--- src/rtl/fetch_queue.sv ---
// fetch_queue: sequential instruction fetch with a DEPTH-entry instruction FIFO.
// Issues word-aligned PCs to a valid/ready memory port, tags each accepted
// request with its PC in a small in-flight FIFO, and stores returned words
// with their PCs. Redirects flush the queue and drop responses still in flight.
// Optional feature: define FETCH_QUEUE_BYPASS_EN to present a response on the
// output in the same cycle it arrives when the queue is empty.
module fetch_queue #(
  parameter int unsigned  DEPTH    = 4,
  parameter logic [31:0]  RESET_PC = 32'h0000_0000
) (
  input  logic                       clk,
  input  logic                       reset,
  output logic                       mem_req_valid,
  output logic [31:0]                mem_req_addr,
  input  logic                       mem_req_ready,
  input  logic                       mem_rsp_valid,
  input  logic [31:0]                mem_rsp_data,
  output logic                       out_valid,
  output logic [31:0]                out_instr,
  output logic [31:0]                out_pc,
  input  logic                       out_ready,
  input  logic                       redirect_valid,
  input  logic [31:0]                redirect_pc,
  output logic [$clog2(DEPTH):0]     occupancy
);

  localparam int PTR_W = $clog2(DEPTH);
  localparam int CNT_W = PTR_W + 1;
  // Credit limit compared against count + outstanding (one extra bit of headroom).
  localparam logic [CNT_W:0] CREDIT_LIMIT = (CNT_W + 1)'(DEPTH);

  // ---------------------------------------------------------------------------
  // State
  // ---------------------------------------------------------------------------
  logic [31:0]      fetch_pc_reg,     fetch_pc_next;
  logic [PTR_W-1:0] rd_ptr_reg,       rd_ptr_next;
  logic [PTR_W-1:0] wr_ptr_reg,       wr_ptr_next;
  logic [CNT_W-1:0] count_reg,        count_next;
  logic [CNT_W-1:0] outstanding_reg,  outstanding_next;
  logic [CNT_W-1:0] discard_reg,      discard_next;
  logic [PTR_W-1:0] tag_rd_ptr_reg,   tag_rd_ptr_next;
  logic [PTR_W-1:0] tag_wr_ptr_reg,   tag_wr_ptr_next;

  // Instruction queue storage (instr + pc) and the in-flight PC tag store.
  logic [31:0] fifo_instr_mem [DEPTH];
  logic [31:0] fifo_pc_mem    [DEPTH];
  logic [31:0] tag_mem        [DEPTH];

  // ---------------------------------------------------------------------------
  // Handshake decode
  // ---------------------------------------------------------------------------
  logic [CNT_W:0] credit_sum;
  logic           credit_ok;
  logic           req_fire;
  logic           rsp_fire;
  logic           rsp_drop;
  logic           rsp_keep;
  logic           tag_pop;
  logic           fifo_empty;
  logic           bypass_act;
  logic           pop_fifo;
  logic           push_fifo;
  logic [31:0]    rsp_tag;
  logic [31:0]    head_instr;
  logic [31:0]    head_pc;

  // Only registered occupancy counts toward credits, so a pop this cycle
  // frees a slot no earlier than next cycle.
  assign credit_sum = {1'b0, count_reg} + {1'b0, outstanding_reg};
  assign credit_ok  = (credit_sum < CREDIT_LIMIT);

  assign mem_req_valid = !reset && credit_ok;
  assign mem_req_addr  = fetch_pc_reg;
  assign req_fire      = mem_req_valid && mem_req_ready;

  // A response with nothing outstanding is a protocol violation and is ignored.
  assign rsp_fire = mem_rsp_valid && (outstanding_reg != '0);
  assign rsp_drop = rsp_fire && (discard_reg != '0);
  // Responses arriving with a redirect belong to the old stream: never kept.
  assign rsp_keep = rsp_fire && !rsp_drop && !redirect_valid;
  // Tags exist only for requests of the current stream; discarded responses
  // were cleared from the tag store when the redirect happened.
  assign tag_pop  = rsp_fire && (discard_reg == '0);
  assign rsp_tag  = tag_mem[tag_rd_ptr_reg];

  assign fifo_empty = (count_reg == '0);
  assign head_instr = fifo_instr_mem[rd_ptr_reg];
  assign head_pc    = fifo_pc_mem[rd_ptr_reg];

`ifdef FETCH_QUEUE_BYPASS_EN
  assign bypass_act = fifo_empty && rsp_keep;
`else
  assign bypass_act = 1'b0;
`endif

  // Output view: queue head when occupied, otherwise the bypassed response.
  always_comb begin
    out_valid = 1'b0;
    out_instr = 32'h0;
    out_pc    = 32'h0;
    if (!fifo_empty) begin
      out_valid = 1'b1;
      out_instr = head_instr;
      out_pc    = head_pc;
    end else if (bypass_act) begin
      out_valid = 1'b1;
      out_instr = mem_rsp_data;
      out_pc    = rsp_tag;
    end
  end

  // A bypassed word taken by the consumer never enters the queue.
  assign pop_fifo  = !fifo_empty && out_ready;
  assign push_fifo = rsp_keep && !(bypass_act && out_ready);

  assign occupancy = count_reg;

  // ---------------------------------------------------------------------------
  // Next-state computation
  // ---------------------------------------------------------------------------

  // Counter and pointer updates; redirect overrides everything except the
  // outstanding count, which keeps tracking the old stream's requests.
  always_comb begin
    fetch_pc_next    = fetch_pc_reg;
    rd_ptr_next      = rd_ptr_reg;
    wr_ptr_next      = wr_ptr_reg;
    count_next       = count_reg;
    discard_next     = discard_reg;
    tag_rd_ptr_next  = tag_rd_ptr_reg;
    tag_wr_ptr_next  = tag_wr_ptr_reg;
    outstanding_next = outstanding_reg + CNT_W'(req_fire) - CNT_W'(rsp_fire);

    if (redirect_valid) begin
      // Every request still out after this cycle's accounting is stale.
      fetch_pc_next   = redirect_pc & 32'hFFFF_FFFC;
      rd_ptr_next     = '0;
      wr_ptr_next     = '0;
      count_next      = '0;
      discard_next    = outstanding_next;
      tag_rd_ptr_next = '0;
      tag_wr_ptr_next = '0;
    end else begin
      if (req_fire) begin
        fetch_pc_next   = fetch_pc_reg + 32'd4;
        tag_wr_ptr_next = tag_wr_ptr_reg + PTR_W'(1);
      end
      if (tag_pop) begin
        tag_rd_ptr_next = tag_rd_ptr_reg + PTR_W'(1);
      end
      if (rsp_drop) begin
        discard_next = discard_reg - CNT_W'(1);
      end
      if (push_fifo) begin
        wr_ptr_next = wr_ptr_reg + PTR_W'(1);
      end
      if (pop_fifo) begin
        rd_ptr_next = rd_ptr_reg + PTR_W'(1);
      end
      count_next = count_reg + CNT_W'(push_fifo) - CNT_W'(pop_fifo);
    end
  end

  // ---------------------------------------------------------------------------
  // Registers
  // ---------------------------------------------------------------------------

  // Control state with asynchronous reset back to the idle, empty condition.
  always_ff @(posedge clk or posedge reset) begin
    if (reset) begin
      fetch_pc_reg    <= RESET_PC;
      rd_ptr_reg      <= '0;
      wr_ptr_reg      <= '0;
      count_reg       <= '0;
      outstanding_reg <= '0;
      discard_reg     <= '0;
      tag_rd_ptr_reg  <= '0;
      tag_wr_ptr_reg  <= '0;
    end else begin
      fetch_pc_reg    <= fetch_pc_next;
      rd_ptr_reg      <= rd_ptr_next;
      wr_ptr_reg      <= wr_ptr_next;
      count_reg       <= count_next;
      outstanding_reg <= outstanding_next;
      discard_reg     <= discard_next;
      tag_rd_ptr_reg  <= tag_rd_ptr_next;
      tag_wr_ptr_reg  <= tag_wr_ptr_next;
    end
  end

  // Queue storage: contents are qualified by count, so no reset is needed.
  always_ff @(posedge clk) begin
    if (push_fifo) begin
      fifo_instr_mem[wr_ptr_reg] <= mem_rsp_data;
      fifo_pc_mem[wr_ptr_reg]    <= rsp_tag;
    end
  end

  // In-flight tag store: the PC of every accepted request, in issue order.
  always_ff @(posedge clk) begin
    if (req_fire) begin
      tag_mem[tag_wr_ptr_reg] <= fetch_pc_reg;
    end
  end

endmodule

--- config.mk ---
export PLATFORM = sky130hd
export DESIGN_NAME = fetch_queue
export DESIGN_NICKNAME = d
export VERILOG_FILES = /design/src/rtl/fetch_queue.sv
export SDC_FILE = /design/constraint.sdc
export NUM_CORES = 1
export LEC_CHECK = 0
export BUFFER_PORTS_ARGS = -buffer_cell sky130_fd_sc_hd__buf_2
export CAP_MARGIN = 10
export CORE_MARGIN = 2
export CORE_UTILIZATION = 38
export DETAILED_ROUTE_END_ITERATION = 6
export GPL_ROUTABILITY_DRIVEN = 0
export PLACE_DENSITY = 0.6
export SETUP_SLACK_MARGIN = 0.05
export SYNTH_ARGS = -nofsm -noshare
export SYNTH_HDL_FRONTEND = slang
export SYNTH_SLANG_ARGS = --single-unit
--- constraint.sdc ---
create_clock -name clk -period 4.4 [get_ports clk]
set_input_delay 0.22 -clock clk [delete_from_list [all_inputs] [get_ports clk]]
set_output_delay 0.22 -clock clk [all_outputs]
set_load 0.05 [all_outputs]
# Word-level counts from Yosys, hierarchy flattened
# Memories as Yosys holds them, arrays and structs flattened.
# Cells that the tools add are included.
# word_totals
regBits	49
ram_bits	384
inputBits	70
word_cells	64
n_memories	3
# memory_table
name	words	word_bits	read_ports	rd_clocked_by_memory_dff	write_ports	line	source
fifo_instr_mem	4	32	1	0	1	45	logic [31:0] fifo_instr_mem [DEPTH];
fifo_pc_mem	4	32	1	0	1	46	logic [31:0] fifo_pc_mem [DEPTH];
tag_mem	4	32	1	0	1	47	logic [31:0] tag_mem [DEPTH];
# op_classes
addsub	11
n_lt_le_gt_ge	1
mux	20
n_reduce_logical	21
# ops
op	count
2-to-1 mux 32 bit	4
adder 32 x 3 -> 32 bit, second input constant	1
2-to-1 mux 2 bit	8
nonzero test 2 bit	5
2-to-1 mux 3 bit	3
adder 2 x 1 -> 2 bit, second input constant	4
logical AND 1 bit	8
adder 3 x 1 -> 3 bit	2
logical NOT 3 bit	2
nonzero test 3 bit	2
subtractor 3 x 1 -> 3 bit	2
2-to-1 mux 1 bit	5
adder 3 x 3 -> 4 bit	1
logical NOT 1 bit	4
less-than comparator 4 x 3 -> 1 bit, second input constant	1
subtractor 3 x 1 -> 3 bit, second input constant	1

# Logic depth before layout (Yosys ltp)
# Gate-level depths: netlist (run 1).
# depth
word_depth	9
mapped_depth	13
ltp_nobuf	12

# Least setup slack after synthesis (run 1)
# Ideal clock, no wire load.
# synth_timing
kind	flip-flop to flip-flop
start	register count_reg[2], in the netlist occupancy[2]
end	register discard_reg[2]
setup_ps	136
t_arrival_ps	3254
t_required_ps	4264
path_slack_ps	1011
stages_incl_launch_ff	14
cell_sequence	dfrtp_1 > ha_1 > or4_1 > buf_4 > nor3_4 > buf_2 > inv_1 > ha_1 > inv_1 > ha_1 > fa_1 > xnor2_1 > nand2_1 > o21ai_0
# synth_between
elab_chain_cells	7
# synth_lines
item	line	source
start, declared	38	logic [CNT_W-1:0] count_reg, count_next;
start signal, assigned	183	count_reg <= count_next;
adder 3 x 3 -> 4 bit	69	assign credit_sum = {1'b0, count_reg} + {1'b0, outstanding_reg};
less-than comparator 4 x 3 -> 1 bit	70	assign credit_ok = (credit_sum < CREDIT_LIMIT);
logical AND 1 bit	72	assign mem_req_valid = !reset && credit_ok;
logical AND 1 bit	74	assign req_fire = mem_req_valid && mem_req_ready;
adder 3 x 1 -> 3 bit	132	outstanding_next = outstanding_reg + CNT_W'(req_fire) - CNT_W'(rsp_fire);
subtractor 3 x 1 -> 3 bit	132	
via outstanding_next[2]	39	logic [CNT_W-1:0] outstanding_reg, outstanding_next;
2-to-1 mux 3 bit	134	if (redirect_valid) begin
end signal, assigned	185	discard_reg <= discard_next;
end, declared	40	logic [CNT_W-1:0] discard_reg, discard_next;
# The timed path passes the listed nets, and every way through them passes these cells.
# A chain may end at the register's enable or synchronous reset.

# Final worst setup path (run 1)
# layout_timing
start	register rd_ptr_reg[0]
end	output port out_instr[6]
# layout_between
elab_chain_cells	2
# layout_lines
item	line	source
start, declared	36	logic [PTR_W-1:0] rd_ptr_reg, rd_ptr_next;
start signal, assigned	181	rd_ptr_reg <= rd_ptr_next;
memory (4 x 32 bit)	--	
2-to-1 mux 32 bit	101	if (!fifo_empty) begin
end, declared	19	output logic [31:0] out_instr,
# Every way passes these cells.

==> impl_metrics.env, run 1 <==
export IMPL_maximum_number_of_pins_on_one_net_before_global_route_repair=70
export IMPL_numCtsBuffers=44
export IMPL_worstSetupStartpointType="flop"
export IMPL_finish_net_count=1188
export IMPL_synth_compound_area_share_pct=1.19
export IMPL_outcome="complete, no violations"
export IMPL_yosys_cell_types_count=38
export IMPL_synth_area_per_cell_um2=19.3
export IMPL_main_combinational_cell_family_by_area_after_synthesis="multiplexers"
export IMPL_floorplan_io_pins=171
export IMPL_synth_largest_type_area_fraction_pct=67.4
export IMPL_synth_ff_type="sky130_fd_sc_hd__edfxtp_1"
export IMPL_setup_tns_final_ns=0
export IMPL_crit_type="reg2out"
export IMPL_hold_ws_ns=0.125
export IMPL_postCtsHoldBufs=63
export IMPL_antenna_diode_count=0
export IMPL_max_cap_violations=0
export IMPL_postRouteWirelength_um=33000
export IMPL_layoutNonFillerInstCount=1719
export IMPL_netlist_top_cell_by_area="sky130_fd_sc_hd__edfxtp_1"
export IMPL_post_synth_mux_area_share_pct=12.9
export IMPL_fin_crit_ns=3.05
export IMPL_area_growth_syn_to_layout_pct=22.4
export IMPL_timing_critical_path_slowest_cell_delay_ns=0.85
export IMPL_cts_max_level=2
export IMPL_largest_reg_flops=128
export IMPL_grt_setup_unrepaired="no"
export IMPL_post_cts_resize_count=0
export IMPL_postLayoutCoreUtil_pct=46.8
export IMPL_place_detailed_hpwl_um=19100
export IMPL_p_int_mw=8.05
export IMPL_first_pass_grt_wire_length_um=50400
export IMPL_power_density_nw_per_um2=598
export IMPL_synthMostInstantiatedCell="sky130_fd_sc_hd__edfxtp_1"
export IMPL_tritoncts_num_sinks=415
export IMPL_seq_power_share_pct=40.9
export IMPL_power_share_clock_pct=31.7
export IMPL_timing_critical_path_cells="buf_4 > mux4_2 > and2_1 > buf_2"
export IMPL_power_switching_fraction_pct=32.9
export IMPL_hold_path_class="in2reg"
export IMPL_list_of_most_frequent_post_synthesis_cells="sky130_fd_sc_hd__edfxtp_1 (368), sky130_fd_sc_hd__mux4_2 (92), sky130_fd_sc_hd__and2_1 (68)"
export IMPL_arrival_ns=2.83
export IMPL_max_clock_path_buffers=3
export IMPL_globalRouteMet2Util_pct=24.3
export IMPL_overflow=0
export IMPL_portion_of_total_power_attributed_to_combinational_logic_pct=27.4
export IMPL_timing_fmax_mhz=327
export IMPL_slew_headroom_pct=30.6
export IMPL_synth_enable_flop_cells=368
export IMPL_timing_critical_path_to_type="output port"
export IMPL_synthArstFlopShare_pct=11.3
export IMPL_global_route_usage_met1_pct=20.6
export IMPL_crit_fanout=32
export IMPL_ys_seq_elements=415
export IMPL_floorplan_initialDensity_pct=38.2
export IMPL_core_area_um2=42900
export IMPL_final_min_period_over_clock_period_pct=69.4
export IMPL_portBuffers=164
export IMPL_number_of_vias_per_cell_after_detailed_routing=4.84
export IMPL_reg_top3="fifo_instr_mem: 128 flops, fifo_pc_mem: 120 flops, tag_mem: 120 flops"
export IMPL_p_leak_nw=6.96
export IMPL_floorplan_die_area_um2=44800
export IMPL_max_slew_worst_pin_slew_ns=1.04
export IMPL_synthTopCellsByArea="sky130_fd_sc_hd__edfxtp_1 (67%), sky130_fd_sc_hd__mux4_2 (13%), sky130_fd_sc_hd__dfrtp_1 (7.2%)"
export IMPL_net_switching_power_mw=3.94
export IMPL_antenna_violating_nets_post_route=0
export IMPL_clk_latency_ns=0.55
export IMPL_syn_instance_count=849
export IMPL_drcViolationCount=0
export IMPL_post_cts_setup_buffers=0
export IMPL_clock_skew_ns=0.0205
export IMPL_first_iter_violations=438
export IMPL_ctsRootBufferMaster="sky130_fd_sc_hd__clkbuf_16"
export IMPL_ys_warnings_count=0
export IMPL_groute_usage_overall_pct=15.0
export IMPL_mappedNetlistArea_um2=16400
export IMPL_use_met3_pct=3.06
export IMPL_top_usage_layer="met2"
export IMPL_synthSimpleGateAreaFrac_pct=6.23
export IMPL_regMostFlops="fifo_instr_mem"
export IMPL_finalHoldViolations=0
export IMPL_cpMaxStageDelayCell="sky130_fd_sc_hd__dfrtp_4"
export IMPL_synth_adder_area_share_pct=1.54
export IMPL_numPlacedInstances=1575
export IMPL_drt_pre_antenna_iters=5
export IMPL_antenna_found_initial=0
export IMPL_vias=8317
export IMPL_setup_viol_count_final=0
export IMPL_vdd_drop_max_mv=0.333
export IMPL_die_w_um=212
export IMPL_yosysSeqAreaShare_pct=74.5
export IMPL_final_layout_size_suffix_gt1_share_pct=31.6
export IMPL_cp_required_ns=4.18
export IMPL_cts_clk_slew_worst_paths_ns=0.06
export IMPL_cts_tree="done"
export IMPL_first_global_vias=8661
export IMPL_placement_rows=76
export IMPL_drv_slew=0
export IMPL_yosys_area_share_xor_xnor_pct=1.98
export IMPL_floorplan_die_height_um=212
export IMPL_wire_per_inst_um=19.2
[logic make-up (layout without fill, tap and decap cells)]
group,after synthesis,in the layout
flops,415,415
simple gates,181,181
mux,96,96
buf+inv,63,345
compound gates,37,37
xor+xnor,37,37
fa+ha+maj,19,19
other cells,1,4
[metrics by stage]
| stage | power [mW] | worst slack (ns) | area, um2 |
|---|---|---|---|
| 6_report | 12.0 | 1.35 | 20100 |
| 5_1_grt | 12.6 | 1.11 | 20100 |
| 4_1_cts | 12.2 | 1.19 | 20100 |
| 3_5_place_dp | 8.30 | 1.35 | 17900 |
| 3_3_place_gp | 8.26 | 1.36 | 17900 |
| 2_1_floorplan | 7.44 | 1.01 | 16400 |
[final timing paths]
path / start / end / slack (ns) / depth (start not counted)
worst min-delay path: out_ready / rd_ptr_reg[0]$_DFFE_PP0P_ / 0.13 / 4
min in group asynchronous: reset / mem_req_addr[2]$_DFFE_PP0N_ / 0.48 / 3
worst min register to register: outstanding_reg[0]$_DFF_PP0_ / outstanding_reg[0]$_DFF_PP0_ / 0.58 / 1
max in group asynchronous: reset / rd_ptr_reg[0]$_DFFE_PP0P_ / 3.18 / 3
worst max-delay path: rd_ptr_reg[0]$_DFFE_PP0P_ / out_instr[6] / 1.35 / 4
worst max register to register: occupancy[2]$_DFF_PP0_ / discard_reg[2]$_DFFE_PP0P_ / 1.35 / 11
[layout make-up]
class | count | area [um2]
Tap cell | 585 | 732
Sequential cell | 415 | 12200
Inverter | 19 | 71.3
Clock inverter | 25 | 305
Timing Repair Buffer | 245 | 1600
Multi-Input combinational cell | 374 | 3930
Clock buffer | 56 | 1200
Fill cell | 3628 | 22800
[power groups by stage]
stage               registers (mW)  logic (mW)  clock network [mW]
floorplan                     4.94        2.50                   0
global placement              4.99        3.28                   0
detailed placement            5.00        3.30                   0
CTS                           4.92        3.35                3.93
global route                  4.95        3.52                4.08
finish                        4.90        3.28                3.81
[worst max-delay path: cells and delay by family (launching register included)]
| kind | cells | cell delay, ns |
|---|---|---|
| muxes | 1 | 0.55 |
| DFF | 1 | 0.85 |
| buffers and inverters | 2 | 0.67 |
| and+or+nand+nor | 1 | 0.18 |
[layer usage]
layer,up-vias,wire (um)
met5,-,0
met3,40,1780
met4,0,545
li1,3827,-
met2,219,15500
met1,4231,15200
[cells in the final DEF, fill, tap and decap left out, types with 14 or more instances in the layout]
cell type and n:
sky130_fd_sc_hd__o21ai_1 21, sky130_fd_sc_hd__buf_4 17, sky130_fd_sc_hd__nand2_1 45, sky130_fd_sc_hd__and2_1 68
sky130_fd_sc_hd__clkbuf_16 46, sky130_fd_sc_hd__dfrtp_1 43, sky130_fd_sc_hd__buf_2 164, sky130_fd_sc_hd__xnor2_1 14
sky130_fd_sc_hd__ha_1 17, sky130_fd_sc_hd__xor2_1 23, sky130_fd_sc_hd__mux4_2 92, sky130_fd_sc_hd__inv_1 18
sky130_fd_sc_hd__nor2_1 14, sky130_fd_sc_hd__edfxtp_1 368, sky130_fd_sc_hd__dlygate4sd3_1 63, sky130_fd_sc_hd__nand4_1 14
Power figures use the tool's default switching activity.
==> inputs of run 2 (changes only) <==
- ABC_AREA: not set -> 1
- PLACE_DENSITY: 0.6 -> 0.59
- clock period: 4.4 -> 2.9 ns (I/O delays scaled with it)
==> impl_metrics.env, run 2 <==
export IMPL_drv_slew=0
export IMPL_drt_pre_antenna_iters=7
export IMPL_min_path_cells=4
export IMPL_mappedNetlistArea_um2=17300
export IMPL_maximum_number_of_pins_on_one_net_before_global_route_repair=126
export IMPL_cpMaxStageDelayCell="sky130_fd_sc_hd__dfrtp_4"
export IMPL_number_of_vias_per_cell_after_detailed_routing=4.94
export IMPL_max_clock_path_buffers=3
export IMPL_setup_viol_count_final=0
export IMPL_clk_latency_ns=0.57
export IMPL_hold_ws_ns=0.0646
export IMPL_place_detailed_hpwl_um=23200
export IMPL_tritoncts_num_sinks=415
export IMPL_grt_setup_unrepaired="no"
export IMPL_first_iter_violations=816
export IMPL_floorplan_io_pins=171
export IMPL_arrival_ns=2.46
export IMPL_placement_rows=78
export IMPL_synth_ff_type="sky130_fd_sc_hd__edfxtp_1"
export IMPL_synthTopCellsByArea="sky130_fd_sc_hd__edfxtp_1 (64%), sky130_fd_sc_hd__nor2_1 (7.6%), sky130_fd_sc_hd__dfrtp_1 (6.8%)"
export IMPL_final_min_period_over_clock_period_pct=89.8
export IMPL_first_global_vias=11279
export IMPL_numCtsBuffers=45
export IMPL_highest_count_cells_in_the_layout_ignoring_fill_and_taps="sky130_fd_sc_hd__edfxtp_1 (368), sky130_fd_sc_hd__nor2_1 (344), sky130_fd_sc_hd__o21ai_0 (212), sky130_fd_sc_hd__buf_2 (164), sky130_fd_sc_hd__nand2_1 (162)"
export IMPL_antenna_violating_nets_post_route=0
export IMPL_core_area_um2=45200
export IMPL_max_cap_violations=0
export IMPL_numPlacedInstances=2224
export IMPL_max_slew_worst_pin_slew_ns=0.871
export IMPL_synth_area_per_cell_um2=11.5
export IMPL_postRouteWirelength_um=40900
export IMPL_dpl_cell_area_um2=18900
export IMPL_largest_reg_flops=128
export IMPL_crit_type="reg2out"
export IMPL_drcViolationCount=0
export IMPL_portion_of_total_power_attributed_to_combinational_logic_pct=33.5
export IMPL_layoutNonFillerInstCount=2372
export IMPL_hold_path_class="in2reg"
export IMPL_die_w_um=218
export IMPL_syn_instance_count=1511
export IMPL_timing_critical_path_cells="clkinv_2 > buf_12 > o21ai_0 > a21oi_1 > buf_2"
export IMPL_vias=11719
export IMPL_p_int_mw=12.0
export IMPL_timing_fmax_mhz=384
export IMPL_cp_required_ns=2.76
export IMPL_cts_max_level=2
export IMPL_outcome="complete, no violations"
export IMPL_final_layout_size_suffix_gt1_share_pct=16.8
export IMPL_worstRegToRegCells=11
export IMPL_ctsRootBufferMaster="sky130_fd_sc_hd__clkbuf_16"
export IMPL_seq_power_share_pct=38.4
export IMPL_p_leak_nw=7.81
export IMPL_portBuffers=164
export IMPL_floorplan_die_height_um=218
export IMPL_timing_critical_path_slowest_cell_delay_ns=0.49
export IMPL_slew_headroom_pct=41.9
export IMPL_clock_skew_ns=0.0247
export IMPL_timing_critical_path_to_type="output port"
export IMPL_netlist_top_cell_by_area="sky130_fd_sc_hd__edfxtp_1"
export IMPL_area_growth_syn_to_layout_pct=21.1
export IMPL_finish_net_count=1826
export IMPL_net_switching_power_mw=7.86
export IMPL_synth_enable_flop_cells=368
export IMPL_first_pass_grt_wire_length_um=63100
export IMPL_layout_commonest_cell="sky130_fd_sc_hd__edfxtp_1"
export IMPL_crit_path_buf_inv_count=3
export IMPL_wire_per_inst_um=17.3
export IMPL_worstSetupStartpointType="flop"
export IMPL_power_share_clock_pct=28.1
export IMPL_antenna_diode_count=0
export IMPL_ys_warnings_count=0
export IMPL_reg_top3="fifo_instr_mem: 128 flops, fifo_pc_mem: 120 flops, tag_mem: 120 flops"
export IMPL_finalHoldViolations=0
export IMPL_overflow=0
export IMPL_floorplan_die_area_um2=47300
export IMPL_list_of_most_frequent_post_synthesis_cells="sky130_fd_sc_hd__edfxtp_1 (368), sky130_fd_sc_hd__nor2_1 (352), sky130_fd_sc_hd__o21ai_0 (212)"
export IMPL_floorplan_initialDensity_pct=38.3
export IMPL_cts_clk_slew_worst_paths_ns=0.06
export IMPL_yosys_cell_types_count=37
export IMPL_groute_usage_overall_pct=17.3
export IMPL_antenna_found_initial=0
export IMPL_synthMostInstantiatedCell="sky130_fd_sc_hd__edfxtp_1"
export IMPL_power_density_nw_per_um2=947
export IMPL_cts_tree="done"
export IMPL_regMostFlops="fifo_instr_mem"
export IMPL_layout_cell_area_non_filler_um2=21000
export IMPL_power_switching_fraction_pct=39.6
export IMPL_fin_ws_ns=0.295
export IMPL_critical_path_depth=5
export IMPL_fin_crit_ns=2.61
export IMPL_yosysSeqAreaShare_pct=70.6
export IMPL_timing_critical_path_max_delay_family="buffers and inverters"
export IMPL_synth_largest_type_area_fraction_pct=63.8
export IMPL_synthArstFlopShare_pct=11.3
export IMPL_ys_seq_elements=415
export IMPL_post_cts_resize_count=0
export IMPL_crit_fanout=46
export IMPL_vdd_drop_max_mv=0.679
export IMPL_post_place_ws_ns=0.323
run 2: cell count changes after synthesis, sizes merged, moves of 10 or more:
cell    delta
and2      -67
o22ai     +30
o21ai    +183
xnor2     -10
inv       +52
buf       +13
nor2     +351
xor2      -18
clkbuf    +22
a21oi     +63
mux4      -92
nand3     +43
nand2    +124
nand4     -11
run 2: timing repair:
action | 4_1_cts | 5_1_grt
hold buffers | 66 | 0
hold endpoints to repair | 200 | 0
setup buffers | 0 | 0
run 2: worst paths after layout:
check	slack, ns	startpoint	endpoint
worst max register to register	0.33	occupancy[2]$_DFF_PP0_	discard_reg[1]$_DFFE_PP0P_
max in group asynchronous	1.86	reset	mem_req_addr[15]$_DFFE_PP0N_
worst min register to register	0.57	wr_ptr_reg[1]$_DFFE_PP0P_	wr_ptr_reg[1]$_DFFE_PP0P_
worst min-delay path	0.06	mem_rsp_valid	discard_reg[2]$_DFFE_PP0P_
worst max-delay path	0.29	rd_ptr_reg[0]$_DFFE_PP0P_	out_instr[22]
min in group asynchronous	0.35	reset	occupancy[2]$_DFF_PP0_
run 2: area by class of cell:
class                   count  area, um2
clock inverters            33        302
flip-flops and latches    415      12200
multi-input cells         947       4480
clock buffers              49       1140
well taps                 600        751
inverters                  73        275
fillers                  4064      24200
repair buffers            255       1810
run 2: logic make-up (layout without fill, tap and decap cells):
kind of cell	after synthesis	count (layout)	synth area share [%]
simple gates	597	597	14.1
other cells	1	4	0.0216
compound gates	318	318	9.55
fa+ha+maj	19	19	1.46
flops	415	415	70.6
buf+inv	152	410	3.86
xor+xnor	9	9	0.455
run 2: routing by layer:
layer | vias to the layer above | share of wire (%) | global-route usage, %
li1 | 5697 | - | -
met4 | 0 | 1.9 | 4.54
met5 | - | 0 | 0
met3 | 56 | 5.6 | 3.26
met1 | 5650 | 46 | 23.5
met2 | 316 | 47 | 28.4
run 2: metrics by stage:
| step | util [%] | total power, mW | TNS [ns] |
|---|---|---|---|
| 5_1_grt | 46.5 | 20.9 | 0 |
| 6_report | 46.5 | 19.9 | 0 |
| 3_3_place_gp | 41.8 | 14.3 | 0 |
| 3_5_place_dp | 41.8 | 14.4 | 0 |
| 4_1_cts | 46.5 | 20.1 | 0 |
| 2_1_floorplan | - | 12.5 | -50.30 |
run 2: power groups by stage:
stage,Sequential (mW),Combinational (mW),Clock [mW]
6_report,7.62,6.66,5.59
5_1_grt,7.68,7.20,5.98
2_1_floorplan,7.98,4.48,0
4_1_cts,7.62,6.75,5.75
3_3_place_gp,7.72,6.60,0
3_5_place_dp,7.74,6.66,0
run 2: worst register-to-register path, cell delays in order, from the launching register on:
cell and delay (ns):
sky130_fd_sc_hd__dfrtp_1 0.42, sky130_fd_sc_hd__ha_1 0.32, sky130_fd_sc_hd__nor2_2 0.17, sky130_fd_sc_hd__nand4_4 0.20, sky130_fd_sc_hd__ha_1 0.33, sky130_fd_sc_hd__inv_1 0.04
sky130_fd_sc_hd__ha_1 0.19, sky130_fd_sc_hd__fa_1 0.47, sky130_fd_sc_hd__nand2_1 0.08, sky130_fd_sc_hd__o21ai_0 0.07, sky130_fd_sc_hd__nand2_1 0.08, sky130_fd_sc_hd__o21ai_0 0.08
==> inputs of run 3 (changes only) <==
- ABC_AREA: 1 -> not set
- PLACE_DENSITY: 0.59 -> 0.6
==> impl_metrics.env, run 3 (same netlist as run 1, synthesis figures left out) <==
export IMPL_outcome="complete, no violations"
export IMPL_crit_path_buf_inv_count=2
export IMPL_antenna_violating_nets_post_route=0
export IMPL_floorplan_initialDensity_pct=38.2
export IMPL_largest_reg_flops=128
export IMPL_postLayoutCoreUtil_pct=47.5
export IMPL_place_detailed_hpwl_um=20800
export IMPL_clock_skew_ns=0.0240
export IMPL_fin_ws_ns=0.126
export IMPL_crit_type="reg2reg"
export IMPL_die_w_um=212
export IMPL_cts_clk_slew_worst_paths_ns=0.06
export IMPL_globalRouteMet2Util_pct=25.5
export IMPL_layout_commonest_cell="sky130_fd_sc_hd__edfxtp_1"
export IMPL_first_pass_grt_wire_length_um=52700
export IMPL_groute_usage_overall_pct=15.6
export IMPL_top_usage_layer="met2"
export IMPL_floorplan_io_pins=171
export IMPL_grt_setup_unrepaired="no"
export IMPL_use_met3_pct=2.76
export IMPL_floorplan_die_height_um=212
export IMPL_whs_endpoint="mem_req_addr[31]$_DFFE_PP0N_"
export IMPL_clk_latency_ns=0.57
export IMPL_cpMaxStageDelayCell="sky130_fd_sc_hd__or4_4"
export IMPL_postRouteWirelength_um=34100
export IMPL_vdd_drop_max_mv=0.720
export IMPL_power_density_nw_per_um2=896
export IMPL_timing_critical_path_cells="ha_4 > or4_4 > nor3_4 > inv_4 > ha_4 > inv_2 > ha_4 > fa_2 > xnor2_2 > nand2_1 > o21ai_0"
export IMPL_tritoncts_num_sinks=415
export IMPL_max_slew_worst_pin_slew_ns=0.686
export IMPL_net_switching_power_mw=6.13
export IMPL_p_int_mw=12.1
export IMPL_setup_viol_count_final=0
export IMPL_regMostFlops="fifo_instr_mem"
export IMPL_vias=8504
export IMPL_portion_of_total_power_attributed_to_combinational_logic_pct=28.9
export IMPL_ctsRootBufferMaster="sky130_fd_sc_hd__clkbuf_16"
export IMPL_timing_critical_path_max_delay_family="adder cells"
export IMPL_numCtsBuffers=45
export IMPL_overflow=0
export IMPL_global_route_usage_met1_pct=21.3
export IMPL_timing_fmax_mhz=360
export IMPL_placement_rows=76
export IMPL_core_area_um2=42900
export IMPL_crit_fanout=3
export IMPL_timing_critical_path_to_type="flop"
export IMPL_highest_count_cells_in_the_layout_ignoring_fill_and_taps="sky130_fd_sc_hd__edfxtp_1 (368), sky130_fd_sc_hd__buf_2 (164), sky130_fd_sc_hd__mux4_2 (92), sky130_fd_sc_hd__and2_1 (64), sky130_fd_sc_hd__dlygate4sd3_1 (63)"
export IMPL_drv_slew=0
export IMPL_worst_path_most_repeated_cell="sky130_fd_sc_hd__ha_4"
export IMPL_seq_power_share_pct=40.3
export IMPL_worstRegToRegCells=11
export IMPL_reg_top3="fifo_instr_mem: 128 flops, fifo_pc_mem: 120 flops, tag_mem: 120 flops"
export IMPL_area_growth_syn_to_layout_pct=24.2
export IMPL_max_cap_violations=0
export IMPL_reg2reg_slack_ns=0.13
export IMPL_slew_headroom_pct=54.3
export IMPL_floorplan_die_area_um2=44800
export IMPL_ff_to_ff_start="outstanding_reg[2]$_DFF_PP0_"
export IMPL_number_of_vias_per_cell_after_detailed_routing=4.90
export IMPL_hold_path_class="in2reg"
export IMPL_timing_critical_path_slowest_cell_delay_ns=0.53
export IMPL_post_place_ws_ns=0.132
export IMPL_drt_pre_antenna_iters=5
export IMPL_maximum_number_of_pins_on_one_net_before_global_route_repair=70
export IMPL_worstSetupStartpointType="flop"
export IMPL_arrival_ns=3.21
export IMPL_drcViolationCount=0
export IMPL_final_layout_size_suffix_gt1_share_pct=33.9
export IMPL_cp_required_ns=3.33
export IMPL_cts_max_level=2
export IMPL_finalHoldViolations=0
export IMPL_fin_crit_ns=2.77
export IMPL_power_share_clock_pct=30.8
export IMPL_post_cts_setup_buffers=0
export IMPL_regToRegEndpoint="discard_reg[2]$_DFFE_PP0P_"
export IMPL_power_switching_fraction_pct=33.6
export IMPL_first_global_vias=8849
export IMPL_antenna_found_initial=1
export IMPL_max_clock_path_buffers=3
export IMPL_fillers=3593
export IMPL_portBuffers=164
export IMPL_finish_net_count=1206
export IMPL_min_path_cells=4
export IMPL_antenna_diode_count=0
export IMPL_final_min_period_over_clock_period_pct=95.7
export IMPL_cts_tree="done"
export IMPL_wire_per_inst_um=19.7
export IMPL_p_leak_nw=7.06
export IMPL_worstHoldStart="redirect_valid"
export IMPL_first_iter_violations=488
-- run 3: timing repair --
| action | in CTS | in global routing |
|---|---|---|
| setup endpoints to repair | 0 | 1 |
| hold buffers | 63 | 0 |
| endpoints found under the hold margin | 186 | 0 |
| gates resized for setup | 0 | 2 |
-- run 3: worst min-delay path: stages --
cell and delay, ns:
sky130_fd_sc_hd__buf_2 0.10, sky130_fd_sc_hd__inv_1 0.04, sky130_fd_sc_hd__buf_4 0.18, sky130_fd_sc_hd__a31oi_1 0.09
-- run 3: layer usage --
metal	part of all wire (%)	wire, um
met2	48	16400
met4	2.1	705
met3	4.7	1590
met1	45	15400
met5	0	0
-- run 3: cell type report --
| type | instances | area (um2) | area share, % |
|---|---|---|---|
| clock inverters | 28 | 298 | 1.46 |
| flip-flops and latches | 415 | 12200 | 60.1 |
| multi-input cells | 374 | 3990 | 19.6 |
| repair buffers | 262 | 1890 | 9.27 |
| inverters | 19 | 73.8 | 0.362 |
| clock buffers | 54 | 1160 | 5.69 |
| well taps | 585 | 732 | 3.59 |
-- run 3: how the worst max path moves through the flow --
stage                     cells past startpoint                         end  slack, ns                         start
after floorplan                              13  discard_reg[2]$_DFFE_PP0P_      -0.16        occupancy[2]$_DFF_PP0_
after global placement                       11  discard_reg[2]$_DFFE_PP0P_       0.16  outstanding_reg[2]$_DFF_PP0_
after detailed placement                     11  discard_reg[2]$_DFFE_PP0P_       0.13  outstanding_reg[2]$_DFF_PP0_
after CTS                                    11  discard_reg[2]$_DFFE_PP0P_       0.12  outstanding_reg[2]$_DFF_PP0_
after global routing                         11  discard_reg[2]$_DFFE_PP0P_       0.04  outstanding_reg[2]$_DFF_PP0_
final                                        11  discard_reg[2]$_DFFE_PP0P_       0.13  outstanding_reg[2]$_DFF_PP0_
-- run 3: power groups by stage --
| stage | Clock [mW] | Sequential (mW) | Combinational, mW |
|---|---|---|---|
| after floorplan | 0 | 7.50 | 3.84 |
| after global placement | 0 | 7.47 | 5.26 |
| after detailed placement | 0 | 7.49 | 5.29 |
| after CTS | 5.78 | 7.37 | 5.36 |
| after global routing | 6.03 | 7.41 | 5.67 |
| final | 5.62 | 7.36 | 5.28 |
-- run 3: through the flow --
step | TNS (ns) | hold slack (ns) | cell area, um2 | std cells | total power, mW
after floorplan | -0.345 | 0.244 | 16500 | 852 | 11.3
after global placement | 0 | 0.293 | 18300 | 1592 | 12.7
after detailed placement | 0 | 0.294 | 18300 | 1592 | 12.8
after CTS | 0 | 0.0105 | 20400 | 1737 | 18.5
after global routing | 0 | 0.0469 | 20400 | 1737 | 19.1
final | 0 | 0.0304 | 20400 | 1737 | 18.3
